File: src/rtl/spi_segment_master_if.sv
// Handshake and three-wire SPI link of spi_segment_master.
// master: the initiator's view; slave: the host / responder side.
interface spi_segment_master_if;
    logic       start;
    logic [7:0] data;
    logic       busy;
    logic       done;
    logic       sclk;
    logic       mosi;
    logic       cs_n;

    modport master (
        input  start,
        input  data,
        output busy,
        output done,
        output sclk,
        output mosi,
        output cs_n
    );

    modport slave (
        output start,
        output data,
        input  busy,
        input  done,
        input  sclk,
        input  mosi,
        input  cs_n
    );
endinterface

File: src/rtl/spi_segment_master.sv
// SPI mode-0 initiator sending one 8-bit segment pattern per frame, MSB first,
// with an optional idle timer that resends the last pattern.
module spi_segment_master #(
    parameter logic [7:0]  CLK_DIV       = 8'd4,
    parameter logic [23:0] REFRESH_COUNT = 24'd10_000_000
) (
    input logic                  clk,
    input logic                  rst,
    spi_segment_master_if.master bus
);

    typedef enum logic [1:0] {StIdle, StSetup, StShift, StGap} state_e;

    state_e      state_q, state_d;
    logic [7:0]  div_q, div_d;
    logic [2:0]  bit_q, bit_d;
    logic        high_q, high_d;
    logic [7:0]  shreg_q, shreg_d;
    logic [7:0]  hold_q, hold_d;
    logic [23:0] refresh_q, refresh_d;
    logic        sent_q, sent_d;

    logic div_done;
    logic refresh_hit;

    assign div_done    = (div_q == CLK_DIV - 8'd1);
    assign refresh_hit = (REFRESH_COUNT != 24'd0) && sent_q && (refresh_q == REFRESH_COUNT);

    always_ff @(posedge clk or posedge rst) begin
        if (rst) begin
            state_q   <= StIdle;
            div_q     <= 8'd0;
            bit_q     <= 3'd0;
            high_q    <= 1'b0;
            shreg_q   <= 8'd0;
            hold_q    <= 8'd0;
            refresh_q <= 24'd0;
            sent_q    <= 1'b0;
        end else begin
            state_q   <= state_d;
            div_q     <= div_d;
            bit_q     <= bit_d;
            high_q    <= high_d;
            shreg_q   <= shreg_d;
            hold_q    <= hold_d;
            refresh_q <= refresh_d;
            sent_q    <= sent_d;
        end
    end

    always_comb begin
        state_d   = state_q;
        div_d     = div_q;
        bit_d     = bit_q;
        high_d    = high_q;
        shreg_d   = shreg_q;
        hold_d    = hold_q;
        refresh_d = refresh_q;
        sent_d    = sent_q;

        unique case (state_q)
            StIdle: begin
                // An explicit start beats a refresh trigger in the same cycle.
                if (bus.start) begin
                    hold_d    = bus.data;
                    shreg_d   = bus.data;
                    sent_d    = 1'b1;
                    refresh_d = 24'd0;
                    div_d     = 8'd0;
                    state_d   = StSetup;
                end else if (refresh_hit) begin
                    shreg_d   = hold_q;
                    refresh_d = 24'd0;
                    div_d     = 8'd0;
                    state_d   = StSetup;
                end else if (refresh_q != 24'hFF_FFFF) begin
                    refresh_d = refresh_q + 24'd1;
                end
            end

            StSetup: begin
                div_d = div_q + 8'd1;
                if (div_done) begin
                    div_d   = 8'd0;
                    high_d  = 1'b1;
                    bit_d   = 3'd7;
                    state_d = StShift;
                end
            end

            StShift: begin
                div_d = div_q + 8'd1;
                if (div_done) begin
                    div_d = 8'd0;
                    if (high_q) begin
                        high_d = 1'b0;
                        // Next bit appears on the falling edge; bit 0 is held to the end.
                        if (bit_q != 3'd0) begin
                            shreg_d = {shreg_q[6:0], 1'b0};
                        end
                    end else if (bit_q == 3'd0) begin
                        state_d = StGap;
                    end else begin
                        high_d = 1'b1;
                        bit_d  = bit_q - 3'd1;
                    end
                end
            end

            StGap: begin
                div_d = div_q + 8'd1;
                if (div_done) begin
                    div_d   = 8'd0;
                    state_d = StIdle;
                end
            end

            default: begin
                state_d = StIdle;
            end
        endcase
    end

    assign bus.busy = (state_q != StIdle);
    assign bus.done = (state_q == StGap) && div_done;
    assign bus.cs_n = (state_q == StIdle) || (state_q == StGap);
    assign bus.sclk = (state_q == StShift) && high_q;
    assign bus.mosi = ((state_q == StSetup) || (state_q == StShift)) && shreg_q[7];

endmodule

File: src/flat_wrapper.sv
// flat-port wrapper written by rule: the top's interface ports become plain ports
module spi_segment_master_flat 
#(
    parameter logic [7:0]  CLK_DIV       = 8'd4,
    parameter logic [23:0] REFRESH_COUNT = 24'd10_000_000
)
  (clk, rst, bus_start, bus_data, bus_busy, bus_done, bus_sclk, bus_mosi, bus_cs_n);
  spi_segment_master_if bus_i ();
  input logic clk;
  input logic rst;
  input wire logic [$bits(bus_i.start)-1:0] bus_start;
  input wire logic [$bits(bus_i.data)-1:0] bus_data;
  output wire logic [$bits(bus_i.busy)-1:0] bus_busy;
  output wire logic [$bits(bus_i.done)-1:0] bus_done;
  output wire logic [$bits(bus_i.sclk)-1:0] bus_sclk;
  output wire logic [$bits(bus_i.mosi)-1:0] bus_mosi;
  output wire logic [$bits(bus_i.cs_n)-1:0] bus_cs_n;
  assign bus_i.start = bus_start;
  assign bus_i.data = bus_data;
  assign bus_busy = bus_i.busy;
  assign bus_done = bus_i.done;
  assign bus_sclk = bus_i.sclk;
  assign bus_mosi = bus_i.mosi;
  assign bus_cs_n = bus_i.cs_n;
  spi_segment_master #(.CLK_DIV(CLK_DIV), .REFRESH_COUNT(REFRESH_COUNT)) u_core (.clk(clk), .rst(rst), .bus(bus_i));
endmodule
File: config.mk
export PLATFORM = sky130hd
export DESIGN_NAME = spi_segment_master_flat
export DESIGN_NICKNAME = d
export VERILOG_FILES = /design/src/rtl/spi_segment_master_if.sv /design/src/rtl/spi_segment_master.sv /design/src/flat_wrapper.sv
export SDC_FILE = /design/constraint.sdc
export NUM_CORES = 1
export LEC_CHECK = 0
export BUFFER_PORTS_ARGS = -buffer_cell sky130_fd_sc_hd__buf_4
export CAP_MARGIN = 20
export CORE_AREA = 2 2 98 100
export DETAILED_ROUTE_END_ITERATION = 10
export DIE_AREA = 0 0 100 102
export SYNTH_ARGS = -nofsm -noshare
export SYNTH_HDL_FRONTEND = slang
export SYNTH_SLANG_ARGS = --single-unit
export TNS_END_PERCENT = 5
File: constraint.sdc
create_clock -name clk -period 4.3 [get_ports clk]
set_input_delay 0.86 -clock clk [delete_from_list [all_inputs] [get_ports clk]]
set_output_delay 0.86 -clock clk [all_outputs]
set_load 0.01 [all_outputs]
== Word-level counts from Yosys, hierarchy flattened ==
Index checks and enable logic that the tools add are counted.
Word-level totals
  output and inout port bits: 5
  word-level logic and storage cells: 77
  register bits: 55
Cells by class
  add/sub/neg operators: 3
  equality and inequality tests: 15
  reductions and logical operators: 20
  multiplexer cells: 31
Operator list (count)
  $mux W24: 3
  $mux W8: 8
  $pmux W8 S2: 2
  $add A24 B1 Y24 const B: 1
  $eq A24 B24 Y1 const B: 1
  $ne A24 B24 Y1 const B: 1
  $mux W2: 7
  $mux W3: 4
  $ne A2 B1 Y1 const B: 6
  $reduce_and A5 Y1: 2
  $add A8 B1 Y8 const B: 1
  $eq A8 B2 Y1 const B: 1
  $pmux W2 S4: 1
  $pmux W3 S2: 1
  $reduce_and A6 Y1: 1
  $reduce_bool A2 Y1: 3
  $reduce_bool A3 Y1: 2
  $eq A2 B2 Y1 const B: 2
  $logic_and A1 B1 Y1: 4
  $mux W1: 4
  $ne A2 B2 Y1 const B: 2
  $reduce_and A2 Y1: 2
  $logic_not A3 Y1: 1
  $ne A3 B2 Y1 const B: 1
  other kinds (7): 8

== Logic depth before layout (Yosys ltp) ==
  word-level depth: 5
  gate-level depth with buffers: 8

== Worst setup path after synthesis ==
OpenSTA, ideal clock, no wires.
  path type: register -> register
  from: register u_core.refresh_q[11]
  to: register u_core.shreg_q[1]
  arrival: 2.112 ns
  stages on the path, launching flop included: 7
  path buffers: 1
  slack: 2.063 ns
  cells stage by stage: dfrtp_1 > or4b_4 > nor4_4 > a211oi_2 > or2_1 > buf_6 > mux2_4
On the way
  cells in the longest elaborated chain, start to end: 4
RTL lines
  start: declaration: line spi_segment_master.sv:20  | logic [23:0] refresh_q, refresh_d;
  start signal: assignment: line spi_segment_master.sv:46  | refresh_q <= refresh_d;
  $eq A24 B24 Y1: line spi_segment_master.sv:27  | assign refresh_hit = (REFRESH_COUNT != 24'd0) && sent_q && (refresh_q == REFRESH_COUNT);
  $logic_and A1 B1 Y1: line spi_segment_master.sv:27
  $ne A3 B2 Y1 (no line)
  $reduce_and A5 Y1 (no line)
  end signal: assignment: line spi_segment_master.sv:44  | shreg_q <= shreg_d;
  end: declaration: line spi_segment_master.sv:18  | logic [7:0] shreg_q, shreg_d;
No other way between the ends.
A chain may end at the register's enable or synchronous reset.

== Worst setup path after layout ==
  from: register u_core.refresh_q[4]
  to: register u_core.refresh_q[11]
On the way
  cells in the longest elaborated chain, start to end: 4
RTL lines (line)
  $add A24 B1 Y24 / $eq A24 B24 Y1 (equally long branches): spi_segment_master.sv:77, spi_segment_master.sv:27
  $mux W24 / $logic_and A1 B1 Y1 (equally long branches): spi_segment_master.sv:76, spi_segment_master.sv:27
  $mux W24 / $reduce_bool A3 Y1 (equally long branches)
  $mux W24 / $reduce_and A2 Y1 (equally long branches)
Parallel ways exist; a longest one is shown, timed or not. The select of a mux whose other input is x is not followed.

==> run metrics <==
leakage approximately 1.5 nW; hold_buf cts 0; post-synthesis sequential area ratio 0.437; io pins 16; area of the multi-input gates between 1500 and 2000 µm²; area of the core between 9000 and 10,000 µm²; number of I/O port buffers 15; Post-Layout Inst Area 3440 µm²; r2r setup slk 1.41 ns; final setup TNS 0 ns; Flop pwr share 0.611; outcome completed; ANT cells 0; Die Ht slightly above 100 µm; Most used DFF post-synth dfrtp_1; hpwl dp roughly 4.6 mm; Initial Util 0.346; total power approximately 0.86 mW; Crit path max-delay family simple AND/OR/NAND/NOR gates; dpl cells ~430; Critical-path top delay cell nor4_1; final setup fails 0; syn nets approximately 340; Min Clock Period, post-route 2.89 ns; Avg Vias per Cell 5.61; Final Hold Fails 0; max-cap violations 0; placed cell area 3340 µm²; Hold Startpoint u_core.sent_q; HP Class flop to flop; Root Driver clkbuf_8; clock share of power 0.341; top cell type by total area after synthesis dfrtp_1; fin cells between 400 and 500; Area Growth Syn to Fin 9.17%; RSZ-0062 raised after global routing false; slowest stage delay, CP 0.65 ns; register bit total from synthesis 55; share of flip-flops with an asynchronous set or reset 1.00; nets@finish around 350; Iter 0 DRT Violations 140; Hold Path Cell Cnt 1; DRT antenna net count 0; R2R Path Start u_core.refresh_q[4]; row cnt 35; Synth top area share 0.437; Post-route DRC 0; total routed wirelength just under 7 mm; Max Freq about 0.35 GHz; ranking of synthesized cells by area dfrtp_1 (44%), ha_1 (4.0%), o21ai_0 (4.0%); drt pass-1 iters 4; final hold slack 0.513 ns; final worst slack around 1.4 ns; number of gates resized after CTS 0; Power per Cell Area roughly 250 nW/µm²; Overall Global Routing Usage 0.140; Switching Power between 0.2 and 0.25 mW; part of the power in combinational logic 0.048; largest net degree at the start of global routing 37; Slew HR 0.338; RR Endpoint u_core.refresh_q[11]; synth warn 0; die width ~100 µm; Skew-Pair Late Insertion Delay just over 0.3 ns; peak supply drop 0.137 mV; clk buf depth 2; worst slew pin tran approximately 0.98 ns; Final Cycle Share 0.671; CP max FO 19; post-synth cell types 53; sw frac 0.242; hold path endpoint u_core.sent_q; CP endpoint kind flop; DR vias 2,484; Register Area around 1400 µm²; number of synthesized flops with an enable pin 0; CTS tree done; grt ovf 0; P_int between 0.6 and 0.7 mW; crit path DAT a little over 3 ns; CP bufs+invs 0; global-route wire length before repair ~12 mm; die area 10,200 µm²; Worst EP required 4.51 ns; clock-pin slew on the worst setup and hold paths approximately 0.11 ns; Synth Area per Inst 9.85 µm²; crit-path cells nand4_1 > nor4_1 > a21o_1 > nor2_1 > a22o_2; routed len/inst roughly 15 µm; fillers roughly 900; CTS H-tree lvls 2; number of global-route vias before repair about 2,400; Crit Path Class flop to flop; max-slew violation count 0; layout cell share with drive strength beyond 1 0.151; routability cong. roughly 0.82; R2R depth 5; Syn Inst Count 320; skew final 0.00742 ns; # clock sinks between 50 and 60; dpl ws between 1 and 1.5 ns; postcts setup bufs 0; initial antenna violation count 0; final core utilization 0.378; nature of the critical path startpoint flop; Mapped Area ~3200 µm²; CTS buffer count 5
[cells in the mapped netlist (all sizes together) (7+ instances only)]
library cell  number
ha                10
nor3               7
dfrtp             55
nand3             14
mux2              17
mux2i              9
nor4               7
a21o               7
a22o              12
nand2             30
buf                8
o31ai              7
inv               13
nor2              19
o21ai             25
nand4              8
[worst reg2reg max path: cells and delay by family, from the launching register on]
| family | cells | cell delay, ns |
|---|---|---|
| AO/OA/AOI/OAI | 2 | 0.95 |
| flip-flops | 1 | 0.50 |
| AND/OR/NAND/NOR | 3 | 1.33 |
[power groups by stage]
| stage | registers (mW) | clock network [mW] | logic (mW) |
|---|---|---|---|
| floorplan | 0.536 | 0 | 0.0259 |
| global placement | 0.537 | 0 | 0.0410 |
| global route | 0.528 | 0.319 | 0.0466 |
| CTS | 0.527 | 0.305 | 0.0419 |
| detailed placement | 0.537 | 0 | 0.0420 |
| finish | 0.527 | 0.294 | 0.0412 |
[layout make-up]
type                            count  area share
Sequential cell                    55       0.400
Clock buffer                        5      0.0200
Multi-Input combinational cell    238       0.481
Inverter                           14      0.0153
Tap cell                          111      0.0404
Timing Repair Buffer               17      0.0371
Clock inverter                      3     0.00582
[how the worst max path moves through the flow]
stage                               startpoint                   end  depth (start not counted)  slack, ns
after CTS                 u_core.refresh_q[20]  u_core.refresh_q[14]                          5       1.35
after detailed placement             bus_start  u_core.refresh_q[14]                          4       1.18
after floorplan           u_core.refresh_q[11]     u_core.shreg_q[1]                          6       2.06
final                      u_core.refresh_q[4]  u_core.refresh_q[11]                          5       1.41
after global placement               bus_start   u_core.refresh_q[3]                          4       1.25
after global routing       u_core.refresh_q[4]  u_core.refresh_q[11]                          5       1.15
[cells in the final DEF (no fill, tap or decap), types with 8 or more instances in the layout]
cell type  Yosys  routed
a22o_1        10      10
inv_1         13      12
mux2i_1        9       9
nor2_1        19      19
mux2_2        10      10
dfrtp_1       55      55
ha_1          10      10
o21ai_0       25      25
nand3_1       14      14
buf_4          1      17
nand4_1        8       8
nand2_1       30      30
[sequential cells by signal (all words and copies together), names as in the netlist]
name / count
u_core.refresh_q: 24
u_core.sent_q: 1
u_core.bit_q: 3
u_core.shreg_q: 8
u_core.div_q: 8
u_core.state_q: 2
u_core.high_q: 1
u_core.hold_q: 8
[layer usage]
layer  wire, µm  global-route usage  part of all wire
met1       3270               0.194              0.48
met4         31              0.0285            0.0046
met3        222              0.0233             0.033
met2       3230               0.235              0.48
met5          0                   0                 0
[cell families after synthesis]
| kind of cell | Yosys count | share of synthesized area |
|---|---|---|
| AND/OR/NAND/NOR | 111 | 0.186 |
| buffers and inverters | 27 | 0.0377 |
| flip-flops | 55 | 0.437 |
| multiplexers | 26 | 0.0977 |
| AO/OA/AOI/OAI | 91 | 0.202 |
| adder cells (fa/ha/maj) | 10 | 0.0397 |
No activity file was read; power rests on OpenSTA's default activity.
